File: config.mk
export PLATFORM = sky130hd
export DESIGN_NAME = em_port_arbiter
export DESIGN_NICKNAME = d
export VERILOG_FILES = /design/src/rtl/em_pkg.sv /design/src/rtl/em_lane_gen.sv /design/src/rtl/em_port_arbiter.sv
export SDC_FILE = /design/constraint.sdc
export NUM_CORES = 1
export LEC_CHECK = 0
export ABC_AREA = 1
export CAP_MARGIN = 10
export CORE_UTILIZATION = 37
export DETAILED_ROUTE_END_ITERATION = 8
export PLACE_DENSITY = 0.77
export SETUP_SLACK_MARGIN = 0.3
export SYNTH_ARGS = -nofsm -noshare
export SYNTH_HDL_FRONTEND = slang
export SYNTH_SLANG_ARGS = --single-unit
export TNS_END_PERCENT = 30
File: constraint.sdc
create_clock -name clock -period 2.4 [get_ports clock]
set_input_delay 0.24 -clock clock [delete_from_list [all_inputs] [get_ports clock]]
set_output_delay 0.24 -clock clock [all_outputs]
set_load 0.03 [all_outputs]
File: src/rtl/em_pkg.sv
// Shared codes, request bundle and helpers for the external-memory data-port arbiter.
package em_pkg;

    localparam int EM_MEM_SIZE = 600;

    localparam logic [1:0] SZ_BYTE = 2'd0;
    localparam logic [1:0] SZ_HALF = 2'd1;
    localparam logic [1:0] SZ_WORD = 2'd2;
    localparam logic [1:0] SZ_RSVD = 2'd3;

    localparam logic [2:0] EMC_NONE = 3'd0;
    localparam logic [2:0] EMC_BYTE = 3'd1;
    localparam logic [2:0] EMC_HALF = 3'd2;
    localparam logic [2:0] EMC_WORD = 3'd3;

    typedef enum logic [1:0] {
        ST_IDLE   = 2'd0,
        ST_ACCESS = 2'd1,
        ST_RESP   = 2'd2
    } em_state_t;

    typedef struct packed {
        logic        we;
        logic [1:0]  size;
        logic [9:0]  addr;
        logic [31:0] wdata;
    } em_req_t;

    // Zero-extend a little-endian load to the access width.
    function automatic logic [31:0] em_mask(input logic [31:0] d, input logic [1:0] size);
        logic [31:0] r;
        r = '0;
        case (size)
            SZ_BYTE: r = {24'd0, d[7:0]};
            SZ_HALF: r = {16'd0, d[15:0]};
            SZ_WORD: r = d;
            default: r = '0;
        endcase
        return r;
    endfunction

endpackage

File: src/rtl/em_lane_gen.sv
// Byte-lane address/data/control generator with bounds and size checking.
// Latency: combinational.
// Backpressure: none; pure function of its inputs.
module em_lane_gen
    import em_pkg::*;
#(
    parameter int MEM_SIZE = EM_MEM_SIZE
)
(
    input  logic        we,
    input  logic [1:0]  size,
    input  logic [9:0]  addr,
    input  logic [31:0] wdata,
    output logic [39:0] address,
    output logic [7:0]  dw0,
    output logic [7:0]  dw1,
    output logic [7:0]  dw2,
    output logic [7:0]  dw3,
    output logic [2:0]  control,
    output logic        err
);

    localparam logic [10:0] LIMIT = 11'(MEM_SIZE);

    logic [10:0] nbytes;
    logic [10:0] last_end;
    logic [9:0]  a1, a2, a3;

    always_comb begin
        nbytes = 11'd4;
        a1     = addr + 10'd1;
        a2     = addr + 10'd2;
        a3     = addr + 10'd3;
        dw0    = wdata[7:0];
        dw1    = wdata[15:8];
        dw2    = wdata[23:16];
        dw3    = wdata[31:24];
        // Unused lanes repeat A0 so the memory's all-lanes-valid check passes near the top.
        case (size)
            SZ_BYTE: begin
                nbytes = 11'd1;
                a1 = addr; a2 = addr; a3 = addr;
                dw1 = '0; dw2 = '0; dw3 = '0;
            end
            SZ_HALF: begin
                nbytes = 11'd2;
                a2 = addr; a3 = addr;
                dw2 = '0; dw3 = '0;
            end
            SZ_WORD: ;
            default: begin
                a1 = addr; a2 = addr; a3 = addr;
                dw0 = '0; dw1 = '0; dw2 = '0; dw3 = '0;
            end
        endcase
        last_end = {1'b0, addr} + nbytes;
        err      = (last_end > LIMIT) || (size == SZ_RSVD);
        address  = {a3, a2, a1, addr};
        control  = (we && !err) ? ({1'b0, size} + 3'd1) : EMC_NONE;
    end

endmodule

File: src/rtl/em_port_arbiter.sv
// Round-robin arbiter of two requesters onto the external memory data port.
// Latency: 3 cycles per access (IDLE grant, ACCESS, RESP ack); no back-to-back issue.
// Backpressure: req held until ack; the losing request waits for the next IDLE.
module em_port_arbiter
    import em_pkg::*;
#(
    parameter int MEM_SIZE = EM_MEM_SIZE
)
(
    input  logic        clock,
    input  logic        reset,
    input  logic        m0_req,
    input  logic        m0_we,
    input  logic [1:0]  m0_size,
    input  logic [9:0]  m0_addr,
    input  logic [31:0] m0_wdata,
    output logic        m0_ack,
    output logic        m0_err,
    output logic [31:0] m0_rdata,
    input  logic        m1_req,
    input  logic        m1_we,
    input  logic [1:0]  m1_size,
    input  logic [9:0]  m1_addr,
    input  logic [31:0] m1_wdata,
    output logic        m1_ack,
    output logic        m1_err,
    output logic [31:0] m1_rdata,
    output logic [2:0]  em_control,
    output logic [39:0] em_address,
    output logic [7:0]  em_dw0,
    output logic [7:0]  em_dw1,
    output logic [7:0]  em_dw2,
    output logic [7:0]  em_dw3,
    input  logic [31:0] em_read,
    output logic        busy
);

    em_state_t   state, state_nxt;
    logic        last_grant;
    logic        grant;
    logic        id;
    logic        we_q;
    logic        err_q;
    logic [1:0]  size_q;
    logic [31:0] rdata_q;
    em_req_t     sel;

    logic [39:0] lg_address;
    logic [7:0]  lg_dw0, lg_dw1, lg_dw2, lg_dw3;
    logic [2:0]  lg_control;
    logic        lg_err;

    // On a tie the requester that did not win last time goes first.
    always_comb begin
        grant = (m0_req && m1_req) ? ~last_grant : m1_req;
        sel   = grant ? em_req_t'{m1_we, m1_size, m1_addr, m1_wdata}
                      : em_req_t'{m0_we, m0_size, m0_addr, m0_wdata};
    end

    em_lane_gen #(.MEM_SIZE(MEM_SIZE)) u_lane_gen (
        .we      (sel.we),
        .size    (sel.size),
        .addr    (sel.addr),
        .wdata   (sel.wdata),
        .address (lg_address),
        .dw0     (lg_dw0),
        .dw1     (lg_dw1),
        .dw2     (lg_dw2),
        .dw3     (lg_dw3),
        .control (lg_control),
        .err     (lg_err)
    );

    always_ff @(posedge clock) begin
        if (reset) state <= ST_IDLE;
        else       state <= state_nxt;
    end

    always_comb begin
        state_nxt = state;
        case (state)
            ST_IDLE:   if (m0_req || m1_req) state_nxt = ST_ACCESS;
            ST_ACCESS: state_nxt = ST_RESP;
            ST_RESP:   state_nxt = ST_IDLE;
            default:   state_nxt = ST_IDLE;
        endcase
    end

    always_ff @(posedge clock) begin
        if (reset) begin
            last_grant <= 1'b1;
            id         <= 1'b0;
            we_q       <= 1'b0;
            err_q      <= 1'b0;
            size_q     <= SZ_BYTE;
            rdata_q    <= '0;
            em_control <= EMC_NONE;
            em_address <= '0;
            em_dw0     <= '0;
            em_dw1     <= '0;
            em_dw2     <= '0;
            em_dw3     <= '0;
            m0_ack     <= 1'b0;
            m1_ack     <= 1'b0;
            m0_err     <= 1'b0;
            m1_err     <= 1'b0;
        end else begin
            em_control <= EMC_NONE;
            em_address <= '0;
            em_dw0     <= '0;
            em_dw1     <= '0;
            em_dw2     <= '0;
            em_dw3     <= '0;
            m0_ack     <= 1'b0;
            m1_ack     <= 1'b0;
            m0_err     <= 1'b0;
            m1_err     <= 1'b0;
            case (state)
                ST_IDLE: if (m0_req || m1_req) begin
                    last_grant <= grant;
                    id         <= grant;
                    we_q       <= sel.we;
                    size_q     <= sel.size;
                    err_q      <= lg_err;
                    em_control <= lg_control;
                    em_address <= lg_address;
                    em_dw0     <= lg_dw0;
                    em_dw1     <= lg_dw1;
                    em_dw2     <= lg_dw2;
                    em_dw3     <= lg_dw3;
                end
                ST_ACCESS: begin
                    rdata_q <= (we_q || err_q) ? '0 : em_mask(em_read, size_q);
                    if (id) begin
                        m1_ack <= 1'b1;
                        m1_err <= err_q;
                    end else begin
                        m0_ack <= 1'b1;
                        m0_err <= err_q;
                    end
                end
                default: ;
            endcase
        end
    end

    assign m0_rdata = m0_ack ? rdata_q : '0;
    assign m1_rdata = m1_ack ? rdata_q : '0;
    assign busy     = (state != ST_IDLE);

endmodule

==> results.md, run 1 <==
* Clk buf depth at 2
* # diodes at 0
* Maximum fanout along the worst path at 4
* DIE AREA at between 15,000 and 20,000 sq um
* I/O pins at 270
* H-tree depth at 4
* Final Cycle Share at 0.9602
* Measured slew at the worst slew-check pin at roughly 0.66 ns
* Gr usage total at 0.2272
* Avg WL per Cell at roughly 13 um
* P_leak at 5.592 nW
* Critical Path Start Type: flip-flop
* Power Total at between 5 and 6 mW
* Area of the core at around 15,000 sq um
* Distinct cells, synth at 38
* Row count at 44
* Final nets at 1,293
* Status: completed
* FFs w/ async S/R, synth at 0
* Top_reg_cell synth: dfxtp_1
* Vias per inst at ~4.5
* Pint at between 4 and 5 mW
* Max-capacitance violation count at 0
* First-pass GRT wire length at approximately 26 mm
* Max_slew headroom at 0.5610
* Worst path max stage delay at about 0.34 ns
* Clock sink count at between 100 and 150
* Post-Syn Nets at 964
* Die H at roughly 120 um
* CP Capture Type: flip-flop
* Final setup margin at around 0.095 ns
* Overflow after GRT at 0
* Syn_area_per_cell at 6.651 sq um
* Clock share of power at 0.411
* Setup TNS at 0 ns
* #FFs+latches synth at approximately 120
* VDD IR max at roughly 460 uV
* Drt pass-1 iters at 4
* Comb pwr share at 0.232
* Synthesis warning total at 0
* Power per cell area at between 600 and 700 nW/um^2
* Hold violation count in the final report at 0
* # fillers at between 1,000 and 1,500
* Placed Area at between 8000 and 9000 sq um
* # DRC at 0
* CP bufs+invs at 4
* Max-slew violation count at 0
* Vias in the first global route at around 5,600
* Crit path kind: flip-flop to flip-flop
* Slowest CP cell: dfxtp_2
* Cells after Synth at just over 800
* Largest net degree at the start of global routing at 35
* Worst Path Arrival at about 2.6 ns
* Post-synth EDFFs at 0
* Vias at approximately 6,100
* TritonCTS clock tree: done
* Crit path required time at roughly 2.7 ns
* Clk Tree Root Cell: clkbuf_16
* Seq pwr share at 0.357
* Post-route cell area at ~9700 sq um
* RSZ-0062 raised after global routing: yes
* 1st-iter DRT viols at roughly 220
* Setup WS pre-CTS at -0.4566 ns
* Die X at roughly 120 um
* Crit path time final at 2.305 ns
* RD Place Congestion at 0.8607
* Cell family with most CP delay: simple AND/OR/NAND/NOR gates
* Cell area after synthesis at between 5000 and 6000 sq um
* Leading cell type in the layout, fill and taps excluded: nand2_1
* Clock Latency Late Sink at ~0.41 ns
* CTS Buf Count at 17
* Commonest non-fill, non-tap cells in the layout: nand2_1 (318), clkdlybuf4s50_1 (219), inv_1 (156), dfxtp_1 (116), buf_4 (57)
* Sequential area share after synthesis at 0.4284
* Most common cell on crit path: nand2_2
* Clock slew at reported path FFs at 0.06 ns
* Share of post-route cells with drive strength above 1 at 0.1376
* Fmax at between 400 and 500 MHz
* Crit path cell chain: nand2_4 > nand2_4 > clkinv_4 > or2_4 > o21ai_4 > ha_4 > inv_1 > nand2_2 > nand2_1 > inv_1 > ha_1 > inv_1 > nand2_2 > nand2_2 > nand2_2 > nand2_2 > xor2_1 > nor2_1 > nand2_1 > nand2_2 > nand2_1 > nand2_1 > nand2_1
* Starting Density at 0.3794
* Switching pwr at around 1.7 mW
* Routed wire length at between 15 and 20 mm
* Antenna-violating nets left at 0
* Final setup viols at 0
* Area Growth Syn to Fin at 75.58%
* DP HPWL at approximately 13 mm
* IO buf count at about 270
* WHS at roughly 0.38 ns
* Worst Skew at a little over 0.008 ns
* Antenna violations before repair at 0
* HP Class: input port to flip-flop
* Sw Ratio at 0.2786
-- final cells by class --
cell class,count,area [sq um],share of cell area
timing repair buffer,337,3334,0.3444
multi-input combinational,515,2539,0.2622
sequential,118,2365,0.2442
inverter,169,646.9,0.06681
clock buffer,22,464.2,0.04795
tap,184,230.2,0.02378
clock inverter,9,102.6,0.01060
-- final timing paths --
check	from	end	slack [ns]	cells after the start
max	last_grant$_SDFFE_PP1P_	err_q$_SDFFE_PP0P_	0.1	23
min	em_read[1]	rdata_q[1]$_SDFFE_PP0N_	0.38	3
max reg2reg	last_grant$_SDFFE_PP1P_	err_q$_SDFFE_PP0P_	0.1	23
min reg2reg	we_q$_SDFFE_PP0P_	we_q$_SDFFE_PP0P_	0.48	2
-- synthesized netlist by cell type (7+ instances only) --
| master | n | area, sq um |
|---|---|---|
| nand2_2 | 9 | 56.30 |
| o21ai_0 | 20 | 100.1 |
| a21oi_1 | 32 | 160.2 |
| nand2_4 | 7 | 78.83 |
| nor2_1 | 42 | 157.7 |
| xor2_1 | 7 | 61.31 |
| nand3_1 | 26 | 130.1 |
| clkbuf_1 | 20 | 75.07 |
| nor3_1 | 9 | 45.04 |
| dfxtp_1 | 118 | 2362 |
| inv_1 | 159 | 596.8 |
| ha_1 | 9 | 112.6 |
| nand2_1 | 322 | 1209 |
-- cells by family after synthesis --
logic type,synth area share
fa+ha+maj,0.02042
xor+xnor,0.01112
buf+inv,0.1366
flops,0.4284
compound gates,0.07125
simple gates,0.3315
other cells,0.0006801
-- power groups by stage --
stage	clock network, mW	logic [mW]	registers (mW)
after floorplan	0	0.516	2.32
after global placement	0	1.31	2.16
after detailed placement	0	1.32	2.16
after CTS	2.48	1.35	2.12
after global routing	2.59	1.50	2.13
final	2.44	1.38	2.12
-- layer usage --
metal,global-route usage,routed length [um],up-vias
met5,0,0,-
met4,0.09598,369,0
met3,0.08425,1515,32
met2,0.3933,8594,230
met1,0.2479,6940,2703
li1,-,-,3097
-- tightest hold or removal path, stage by stage --
cell,delay (ns)
clkdlybuf4s50_1,0.39
nand2_1,0.06
a21oi_1,0.05
-- stage by stage --
| step | cells | util |
|---|---|---|
| after floorplan | 829 | - |
| after global placement | 1316 | 0.6135 |
| after detailed placement | 1316 | 0.6135 |
| after CTS | 1351 | 0.6559 |
| after global routing | 1354 | 0.6662 |
| final | 1354 | 0.6662 |
-- registers in the layout (all words and copies together) (netlist names) --
signal      count
err_q           1
em_control      3
em_dw3          8
state           2
em_address     39
m0_err          1
em_dw0          8
rdata_q        32
size_q          2
em_dw2          8
we_q            1
m1_err          1
m1_ack          1
m0_ack          1
last_grant      1
em_dw1          8
id              1
-- repair_timing --
item	in CTS	in global routing
buffers inserted	4	3
pin swaps	7	14
hold buffers	0	0
setup endpoints to repair	95	64
gates resized for setup	33	49
No activity file was read; power rests on OpenSTA's default activity.
==> inputs of run 2 (changes only) <==
clock period = 2.1 ns   (was 2.4 ns; I/O delays follow)
==> results.md, run 2 (same netlist as run 1, synthesis figures left out) <==
* Starting Density at 0.3794 (unchanged)
* Top Registers: em_address (39), rdata_q (32) (unchanged)
* H-tree depth at 4 (unchanged)
* I/O pins at 270 (unchanged)
* Leading cell type in the layout, fill and taps excluded: nand2_1 (unchanged)
* Worst Min Path Start: em_read[23] (was em_read[1])
* Status: complete, but fails checks (was completed)
* Die X at 124.1 um (unchanged)
* Max-capacitance violation count at 0 (unchanged)
* Antenna violations before repair at 0 (unchanged)
* CTS Buf Count at 17 (unchanged)
* Gr usage total at 0.2194 (was 0.2272)
* Avg WL per Cell at 12.42 um (was 12.87 um)
* RD Place Congestion at 0.8912 (was 0.8607)
* RSZ-0062 raised after global routing: yes (unchanged)
* Antenna-violating nets left at 0 (unchanged)
* VDD IR max at 441.5 uV (was 463.8 uV)
* Top Metal Used: met4 (unchanged)
* Maximum fanout along the worst path at 4 (unchanged)
* Area Growth Syn to Fin at 76.58% (was 75.58%)
* Vias at 6,039 (was 6,062)
* Power Total at 6.773 mW (was 5.938 mW)
* Largest net degree at the start of global routing at 36 (was 35)
* Final setup viols at 21 (was 0)
* Worst Path Arrival at 2.65 ns (was 2.62 ns)
* CP Capture Type: flip-flop (unchanged)
* Clock slew at reported path FFs at 0.05 ns (was 0.06 ns)
* Core Util, Final at 0.6699 (was 0.6662)
* Max_slew headroom at 0.5679 (was 0.5610)
* Post-route cell area at 9737 sq um (was 9682 sq um)
* Crit path kind: flip-flop to flip-flop (unchanged)
* Failing checks: negative setup slack
* Largest register by flop count: em_address (unchanged)
* Hold Buf Count CTS at 0 (unchanged)
* M1 WL at 6.703 mm (was 6.940 mm)
* Vias in the first global route at 5,370 (was 5,552)
* Met3 wire len at 1.514 mm (was 1.515 mm)
* Finished Layout Cells at 1,368 (was 1,354)
* Power per cell area at 695.6 nW/um^2 (was 613.3 nW/um^2)
* Max-slew violation count at 0 (unchanged)
* Share of post-route cells with drive strength above 1 at 0.1681 (was 0.1376)
* Final nets at 1,310 (was 1,293)
* IO buf count at 269 (unchanged)
* R2R Path Start: last_grant$_SDFFE_PP1P_ (unchanged)
* Worst Skew at 0.005458 ns (was 0.008161 ns)
* DIE AREA at 15,390 sq um (unchanged)
* TritonCTS clock tree: done (unchanged)
* Final setup margin at -0.2443 ns (was 0.09550 ns)
* DP HPWL at 13.15 mm (was 13.30 mm)
* First-pass GRT wire length at 25.56 mm (was 26.41 mm)
* Die H at 124.1 um (unchanged)
* Critical Path Start Type: flip-flop (unchanged)
* Row count at 44 (unchanged)
* Crit path required time at 2.41 ns (was 2.71 ns)
* Routed wire length at 16.99 mm (was 17.42 mm)
* Clk buf depth at 2 (unchanged)
* Area of the core at 14,530 sq um (unchanged)
* Max FFs per register at 39 (unchanged)
* Drt pass-1 iters at 4 (unchanged)
* # diodes at 0 (unchanged)
* Clock sink count at 118 (unchanged)
* Met2 WL post-DR at 8.433 mm (was 8.594 mm)
* CP startpoint: last_grant$_SDFFE_PP1P_ (unchanged)
* Fmax at 426.6 MHz (was 433.9 MHz)
* Final Cycle Share at 1.116 (was 0.9602)
* 1st-iter DRT viols at 248 (was 221)
* # DRC at 0 (unchanged)
* Clk Tree Root Cell: clkbuf_16 (unchanged)
* Crit path time final at 2.344 ns (was 2.305 ns)
* HP Class: input port to flip-flop (unchanged)
* Inst Count DP at 1,330 (was 1,316)
* Hold violation count in the final report at 0 (unchanged)
* Placed Area at 9019 sq um (was 8916 sq um)
* P_leak at 5.256 nW (was 5.592 nW)
* Measured slew at the worst slew-check pin at 0.6482 ns (was 0.6560 ns)
* Overflow after GRT at 0 (unchanged)
* Setup WS pre-CTS at -0.6898 ns (was -0.4566 ns)
* Clock Latency Late Sink at 0.41 ns (about the same)
* Vias per inst at 4.414 (was 4.477)
* Commonest non-fill, non-tap cells in the layout: nand2_1 (314), clkdlybuf4s50_1 (202), inv_1 (155), dfxtp_1 (117), buf_4 (74) (was nand2_1 (318), clkdlybuf4s50_1 (219), inv_1 (156), dfxtp_1 (116), buf_4 (57))
-- run 2: what timing repair did --
action,CTS,global route
endpoints found under the setup margin,127,93
pin swaps,11,17
buffers inserted,3,7
gates resized for setup,89,66
-- run 2: worst max-delay path: stages (launching register included) --
cell      delay, ns
dfxtp_2        0.35
nand2_4        0.06
nand2_4        0.08
clkinv_4       0.05
or2_4          0.23
o21ai_4        0.10
ha_4           0.18
inv_2          0.03
nand2_2        0.06
nand2_2        0.05
inv_2          0.07
ha_4           0.13
inv_2          0.03
nand2_2        0.09
nand2_2        0.07
nand2_2        0.08
nand2_2        0.07
xor2_1         0.14
nor2_1         0.10
nand2_1        0.07
nand2_2        0.07
nand2_1        0.05
nand2_1        0.06
nand2_1        0.04
-- run 2: per-stage QoR --
step / hold slack [ns] / TNS [ns]
2_1_floorplan: 0.3112 / -0.9683
5_1_grt: 0.3523 / -6.223
3_3_place_gp: 0.4382 / -18.70
3_5_place_dp: 0.4498 / -20.85
6_report: 0.3569 / -1.925
4_1_cts: 0.3379 / -1.276
-- run 2: path summary, 6_finish.rpt --
kind              cells past startpoint  slack (ns)                        to
hold reg to reg                       1        0.46         m0_ack$_SDFF_PP0_
setup reg to reg                     23       -0.24        err_q$_SDFFE_PP0P_
setup / recovery                     23       -0.24        err_q$_SDFFE_PP0P_
hold / removal                        3        0.36  rdata_q[23]$_SDFFE_PP0N_
-- run 2: routing by layer --
| layer | up-vias | global-route usage |
|---|---|---|
| met3 | 23 | 0.07372 |
| met5 | - | 0 |
| met2 | 226 | 0.3760 |
| li1 | 3125 | - |
| met4 | 0 | 0.09301 |
| met1 | 2665 | 0.2468 |
-- run 2: layout make-up --
cell class | instances | area [sq um]
Fill cell | 1297 | 4797
Clock inverter | 4 | 45.04
Inverter | 169 | 646.9
Multi-Input combinational cell | 515 | 2618
Tap cell | 184 | 230.2
Clock buffer | 24 | 511.7
Timing Repair Buffer | 354 | 3322
Sequential cell | 118 | 2364
-- run 2: power breakdown --
part,leakage (nW),internal [mW],switching (mW)
logic,4.01,0.779,0.864
clock network,0.280,1.78,0.924
registers,0.962,2.37,0.0540
total,5.26,4.93,1.84
